File: src/rtl/spi_ram_slave_p.sv
// SPI slave front-end driving a single-port RAM with separate write/read
// address registers, optional burst auto-increment and frame-abort flag.
module spi_ram_slave_p #(
  parameter int ADDR_WIDTH = 8,
  parameter int DATA_WIDTH = 8,
  parameter int MEM_DEPTH  = 256,
  parameter int AUTO_INC   = 1
) (
  input  logic clk,
  input  logic rst,
  input  logic SS_n,
  input  logic MOSI,
  output logic MISO,
  output logic frame_err
);

  localparam int PW = (ADDR_WIDTH > DATA_WIDTH) ? ADDR_WIDTH : DATA_WIDTH;
  localparam int W  = PW + 2;
  localparam int CW = $clog2(W) + 1;
  localparam int IW = (MEM_DEPTH > 1) ? $clog2(MEM_DEPTH) : 1;

  localparam logic [ADDR_WIDTH:0] DEPTH    = (ADDR_WIDTH+1)'(MEM_DEPTH);
  localparam logic [ADDR_WIDTH:0] DEPTH_M1 = (ADDR_WIDTH+1)'(MEM_DEPTH-1);

  typedef enum logic [2:0] {IDLE, RX, EXEC, TX, DONE} state_t;

  state_t                state_q, state_d;
  logic [CW-1:0]         cnt_q, cnt_d;
  logic [W-1:0]          rx_q, rx_d;
  logic [DATA_WIDTH-1:0] tx_q, tx_d;
  logic [ADDR_WIDTH-1:0] wr_addr_q, wr_addr_d;
  logic [ADDR_WIDTH-1:0] rd_addr_q, rd_addr_d;
  logic                  miso_q, miso_d;
  logic                  ferr_q, ferr_d;
  logic                  mem_we;

  logic [DATA_WIDTH-1:0] mem [MEM_DEPTH];

  logic [1:0]            cmd;
  logic [ADDR_WIDTH-1:0] pl_addr;
  logic [DATA_WIDTH-1:0] pl_data;
  logic                  wr_ok, rd_ok;
  logic [ADDR_WIDTH-1:0] wr_inc, rd_inc;
  logic [DATA_WIDTH-1:0] rd_word;

  assign cmd     = rx_q[W-1:W-2];
  assign pl_addr = rx_q[ADDR_WIDTH-1:0];
  assign pl_data = rx_q[DATA_WIDTH-1:0];

  assign wr_ok = {1'b0, wr_addr_q} < DEPTH;
  assign rd_ok = {1'b0, rd_addr_q} < DEPTH;

  // Last implemented word and anything out of range both wrap to 0.
  assign wr_inc = ({1'b0, wr_addr_q} >= DEPTH_M1) ? '0
                : wr_addr_q + ADDR_WIDTH'(1);
  assign rd_inc = ({1'b0, rd_addr_q} >= DEPTH_M1) ? '0
                : rd_addr_q + ADDR_WIDTH'(1);

  assign rd_word = rd_ok ? mem[rd_addr_q[IW-1:0]] : '0;

  always_comb begin
    state_d   = state_q;
    cnt_d     = cnt_q;
    rx_d      = rx_q;
    tx_d      = tx_q;
    wr_addr_d = wr_addr_q;
    rd_addr_d = rd_addr_q;
    miso_d    = 1'b0;
    ferr_d    = 1'b0;
    mem_we    = 1'b0;
    if (SS_n) begin
      state_d = IDLE;
      cnt_d   = '0;
      ferr_d  = (state_q == RX);
    end else begin
      unique case (state_q)
        IDLE: begin
          rx_d    = {{(W-1){1'b0}}, MOSI};
          cnt_d   = CW'(1);
          state_d = RX;
        end
        RX: begin
          rx_d  = {rx_q[W-2:0], MOSI};
          cnt_d = cnt_q + CW'(1);
          if (cnt_q == CW'(W-1))
            state_d = EXEC;
        end
        EXEC: begin
          cnt_d   = '0;
          state_d = DONE;
          unique case (cmd)
            2'b00: wr_addr_d = pl_addr;
            2'b01: begin
              mem_we = wr_ok;
              if (AUTO_INC != 0)
                wr_addr_d = wr_inc;
            end
            2'b10: rd_addr_d = pl_addr;
            2'b11: begin
              tx_d    = rd_word;
              state_d = TX;
              if (AUTO_INC != 0)
                rd_addr_d = rd_inc;
            end
            default: ;
          endcase
        end
        TX: begin
          miso_d = tx_q[DATA_WIDTH-1];
          tx_d   = tx_q << 1;
          cnt_d  = cnt_q + CW'(1);
          if (cnt_q == CW'(DATA_WIDTH-1))
            state_d = DONE;
        end
        DONE: ;
        default: state_d = IDLE;
      endcase
    end
  end

  always_ff @(posedge clk) begin
    if (rst) begin
      state_q   <= IDLE;
      cnt_q     <= '0;
      rx_q      <= '0;
      tx_q      <= '0;
      wr_addr_q <= '0;
      rd_addr_q <= '0;
      miso_q    <= 1'b0;
      ferr_q    <= 1'b0;
    end else begin
      state_q   <= state_d;
      cnt_q     <= cnt_d;
      rx_q      <= rx_d;
      tx_q      <= tx_d;
      wr_addr_q <= wr_addr_d;
      rd_addr_q <= rd_addr_d;
      miso_q    <= miso_d;
      ferr_q    <= ferr_d;
    end
  end

  always_ff @(posedge clk) begin
    if (!rst && mem_we)
      mem[wr_addr_q[IW-1:0]] <= pl_data;
  end

  assign MISO      = miso_q;
  assign frame_err = ferr_q;

endmodule

File: config.mk
export PLATFORM = sky130hd
export DESIGN_NAME = spi_ram_slave_p
export DESIGN_NICKNAME = d
export VERILOG_FILES = /design/src/rtl/spi_ram_slave_p.sv
export SDC_FILE = /design/constraint.sdc
export NUM_CORES = 2
export LEC_CHECK = 0
export ABC_AREA = 1
export CORE_MARGIN = 2
export CORE_UTILIZATION = 55
export DETAILED_ROUTE_END_ITERATION = 10
export PLACE_DENSITY = 0.68
export SLEW_MARGIN = 20
export SYNTH_ARGS = -nofsm -noshare
export SYNTH_HDL_FRONTEND = slang
export SYNTH_SLANG_ARGS = --single-unit
File: constraint.sdc
create_clock -name clk -period 8.2 [get_ports clk]
set_clock_uncertainty 0.1 [all_clocks]
set_input_delay 1.64 -clock clk [delete_from_list [all_inputs] [get_ports clk]]
set_output_delay 1.64 -clock clk [all_outputs]
set_load 0.02 [all_outputs]
**After elaboration in Yosys (flattened, before gate mapping)**

Memory sizes are Yosys's and may differ from the RTL's. A register that Yosys moved wholly into a read port is not among the register bits.
Index checks and enable logic that the tools add are counted.

- Register bits after elaboration: 44
- Memories kept: 1
- Bits of input ports: 4
- Output and inout port bits: 2
- Bits in writable memories: 2048

- Reduce and logical (&&, ||, !) cells: 18
- Bitwise gates (word level): 3
- Muxes and demuxes: 19
- Order comparisons: 2
- Add/subtract/negate cells: 3
- Equal/unequal tests: 12

Memory list:

| memory | depth | width | read ports | clocked after memory_dff | wr ports | RTL line | RTL |
|---|---|---|---|---|---|---|---|
| mem | 256 | 8 | 1 | 1 | 1 | 37 | `logic [DATA_WIDTH-1:0] mem [MEM_DEPTH];` |

Operators with widths:

| kind | number |
|---|---|
| case mux 8 bit (2 select lines) | 3 |
| 2-to-1 mux 8 bit | 5 |
| case mux 10 bit (2 select lines) | 1 |
| adder 8 x 1 -> 8 bit, second input constant | 2 |
| >= comparator 8 bit, second input constant | 2 |
| case mux 3 bit (5 select lines) | 1 |
| case mux 5 bit (3 select lines) | 1 |
| AND reduction 3 bit | 4 |
| 2-to-1 mux 3 bit | 3 |
| nonzero test 2 bit | 4 |
| equality test 3 x 2 -> 1 bit, second input constant | 2 |
| OR reduction 2 bit | 3 |
| adder 5 x 1 -> 5 bit, second input constant | 1 |
| equality test 5 x 3 -> 1 bit, second input constant | 1 |
| equality test 5 x 4 -> 1 bit, second input constant | 1 |
| 2-to-1 mux 1 bit | 5 |
| equality test 2 bit, second input constant | 2 |
| != test 2 bit, second input constant | 2 |
| equality test 3 x 1 -> 1 bit, second input constant | 1 |
| equality test 3 bit, second input constant | 1 |
| logical NOT 3 bit | 1 |
| NOT 1 bit | 3 |
| nonzero test 3 bit | 1 |
| OR reduction 3 bit | 1 |
| 6 further kinds | 6 |

**Depth between registers and ports, before layout**

- Depth after elaboration: 7
- Depth in mapped cells: 17

**Least setup slack after synthesis**

Ideal clock, no wire load.

- Path type: reg-to-reg
- Start point: reg rx_q[5]
- End point: mem mem[0][5] (data pin)
- Path buffers: 0
- Setup time: 866 ps
- Arrival time: 3445 ps
- Cell stages (with the launch flop): 1
- Slack: 3790 ps
- Required time: 7234 ps
- Clock period less this slack: 4410 ps
- Cell sequence: dfxtp_1

RTL lines:

| what | RTL line | RTL |
|---|---|---|
| from (decl) | 29 | `logic [W-1:0] rx_q, rx_d;` |
| from (signal assigned) | 134 | `rx_q <= rx_d;` |
| to (decl) | 37 |  |

No word-level cell before the write port.

**Worst setup path in the final report**

- Start point: in rst
- End point: mem mem[42][4] (enable)

- Cells in the longest elaborated chain, start to end: 4

Ends and longest elaborated chain:

| what | RTL line | RTL |
|---|---|---|
| from (decl) | 10 | `input logic rst,` |
| logical NOT 1 bit | 144 | `if (!rst && mem_we)` |
| logical AND 1 bit | 144 |  |
| 2-to-1 mux 1 bit | 144 |  |
| 2-to-1 mux 1 bit (not written as such) | 145 | `mem[wr_addr_q[IW-1:0]] <= pl_data;` |

No other way between the ends.

==> impl_results.md <==
- Chip Height: ~400 microns
- CP Data Required Time: 8550 ps
- Post-synthesis cell type count: 39
- Routed WL per cell: 24.7 microns
- Buffers on Ports: 5
- Die Width: approximately 400 microns
- Clk pin slew, worst setup/hold paths: ~60 ps
- Routed Antenna Nets: 0
- CP max stage cell: nor2_1
- Fin area: between 90000 and 100000 sq um
- DPL Wire Length: between 100 and 150 mm
- Vias per cell: 6.16
- Synth Warn #: 0
- CTS sink cnt: between 2000 and 2500
- Sequential fraction of the synthesis area: between 70% and 80%
- Rows: 144
- Clock tree buffer depth: 3
- TritonCTS Buffers: 204
- Total Power: between 20 and 25 mW
- Max Fclk: 210 MHz
- CTS root buffer: clkbuf_16
- Final worst-path cycle share: ~58%
- Setup crit end kind: flop
- Syn_nets: around 7200
- Combined area of the multi-input logic cells: between 20000 and 25000 sq um
- Final WL: roughly 230 mm
- Startpoint types: input pin
- Worst Path Max Fanout: 29
- HP Class: reg2reg
- CTS tree: built
- Antenna cell count: 0
- Max-slew violations: 0
- Setup violators final: 0
- TNS Setup: 0 ps
- RePlAce Congestion: roughly 0.91
- Peak supply drop: approximately 0.00022 V
- Initial antenna violation count: 4
- # IOs: 6
- PostCTS Resize Cnt: 0
- Worst Hold End: tx_q[3]
- Hold path start: tx_q[3]
- Flops & latches, synth: 2100
- Power density over the cells: 228 nW/um^2
- Global-route wire length before repair: 336 mm
- Outcome: complete, no violations
- Mapped Cells: between 7000 and 8000
- Fillcell total: ~12000
- H-tree depth: 4
- # Post-CTS Setup Buffers: 0
- CORE AREA: 154000 sq um
- Actual slew at the worst max-slew pin: ~1200 ps
- DRC: 0
- Hold_buf cts: 0
- Flop2flop setup slack: between 3000 and 4000 ps
- Critical path, cell by cell: clkdlybuf4s50_1 -> buf_4 -> nor2_1 -> inv_2 -> nor3_2 -> inv_2 -> nor3_2 -> nand2_1 -> nor2_1
- RSZ-0062 raised after global routing: no
- Hold path cells: 2
- Total die area: 158000 sq um
- FF-to-FF path depth: 14
- Total GRT Usage: 28.6%
- Largest net degree at the start of global routing: 252
- P&R area growth vs syn: 9.23%
- Lkg Pwr: approximately 33 nW
- Drt pass-1 iters: 7
- Initial Utilization: a little under three fifths
- Post-synthesis area per instance: between 10 and 15 sq um
- Final Hold Viols: 0
- Final Critical Period: roughly 4800 ps
- Remaining Overflow, GRT: 0
- Share of layout cells above drive strength 1: ~6.6%
- Layout Nets: 6999
- Reg area: 62600 sq um
- WS Path Type: in2reg
- CP max stage delay: about 770 ps
- Arr. time, crit path: ~5100 ps
- Synthesized cell area: 85400 sq um
- Worst skew pair latency: 840 ps
- Vias post-DR: 56722
- MaxCap Viol Count: 0
- Relative slew margins: about a fifth
- Worst r2r dst: tx_q[7]
- Initial DRC Count: approximately 8600
- Placed cell area: ~86000 sq um
- Vias in the first global route: 54152
==> cells in the final DEF, fill, tap and decap left out, drive strengths merged <==
master         Yosys  routed
ha                 7       7
clkdlybuf4s50      0       5
a21o               1       1
a21oi             34      34
o31ai              2       2
nor2             422     422
clkbuf           119     244
nor4               2       2
o2111ai            1       1
buf              373      63
a311oi             1       1
clkinvlp           0       6
a22oi              1       1
nand2           1991    1991
nand3           1850    1850
nand3b             1       1
a211oi             3       3
clkinv             4     103
a41oi              1       1
bufinv             0      27
dfxtp             52      52
inv               53      59
o21ai            144     144
o211ai             1       1
edfxtp          2048    2048
xor2               3       3
nor3              16      16
o221a              1       1
a221oi             7       7
o22ai             64      64
a31oi              4       4
==> cell families (layout without fill, tap and decap cells) <==
kind of cell,count (synthesis),after routing,share of synthesized area [%]
AO/OA/AOI/OAI,265,265,1.73
adder cells (fa/ha/maj),7,7,0.103
flip-flops,2100,2100,73.2
AND/OR/NAND/NOR,4282,4282,21.8
buffers and inverters,549,507,3.10
XOR/XNOR,3,3,0.0308
==> flip-flops by register name (all words and copies together), names as in the netlist, named ones only <==
register	flops
rd_addr_q	8
frame_err	1
cnt_q	5
wr_addr_q	8
state_q	3
MISO	1
tx_q	8
rx_q	10
mem	2048
==> final cells by class <==
class | instances | area share, %
well taps | 2044 | 2.74
inverters | 57 | 0.266
multi-input cells | 4557 | 21.8
clock inverters | 138 | 1.57
clock buffers | 244 | 5.76
repair buffers | 68 | 0.802
flip-flops and latches | 2100 | 67.1
==> per-stage QoR <==
stage | utilization [%] | std cells | setup slack (ps) | hold WS (ps)
floorplan | - | 7206 | 3790 | 323
global placement | 56.1 | 8826 | 2710 | 356
detailed placement | 56.1 | 8826 | 2700 | 357
CTS | 60.5 | 9208 | 3570 | 367
global route | 60.5 | 9208 | 3250 | 384
finish | 60.5 | 9208 | 3450 | 369
==> power breakdown <==
group	internal (mW)	switching [mW]
combinational	0.0117	0.0902
sequential	11.6	0.0139
clock	5.53	4.01
total	17.2	4.12
==> critical path, delay by kind of cell <==
kind                   cells  cell delay [ps]
and+or+nand+nor            5             2440
buffers and inverters      4              990
==> worst max-delay path by stage <==
stage,from,to,slack [ps],depth (start not counted)
floorplan,rx_q[5],mem[0][5],3790,0
global placement,rst,mem[3][2],2710,9
detailed placement,rst,mem[1][2],2700,9
CTS,rst,mem[0][1],3570,9
global route,rst,mem[2][3],3250,9
finish,rst,mem[42][4],3450,9
==> cell usage after synthesis, drive strengths merged <==
master / n / area share, %
a211oi: 3 / 0.026
a21o: 1 / 0.0088
a21oi: 34 / 0.20
a221oi: 7 / 0.072
a22oi: 1 / 0.0088
a311oi: 1 / 0.010
a31oi: 4 / 0.029
a41oi: 1 / 0.010
buf: 373 / 2.3
clkbuf: 119 / 0.52
clkinv: 4 / 0.018
dfxtp: 52 / 1.2
edfxtp: 2048 / 72
ha: 7 / 0.10
inv: 53 / 0.24
nand2: 1991 / 8.8
nand3: 1850 / 11
nand3b: 1 / 0.0088
nor2: 422 / 2.0
nor3: 16 / 0.14
nor4: 2 / 0.015
o2111ai: 1 / 0.010
o211ai: 1 / 0.0088
o21ai: 144 / 0.84
o221a: 1 / 0.013
o22ai: 64 / 0.47
o31ai: 2 / 0.018
xor2: 3 / 0.031
==> per-layer routing <==
metal | up-vias | global-route usage (%) | wire length [microns]
met3 | 546 | 5.50 | 25400
met5 | - | 0 | 50
met2 | 3454 | 43.5 | 102000
li1 | 25253 | - | -
met4 | 8 | 11.7 | 9460
met1 | 27461 | 40.8 | 90400
Note: power is estimated with default switching activity, not from simulation.
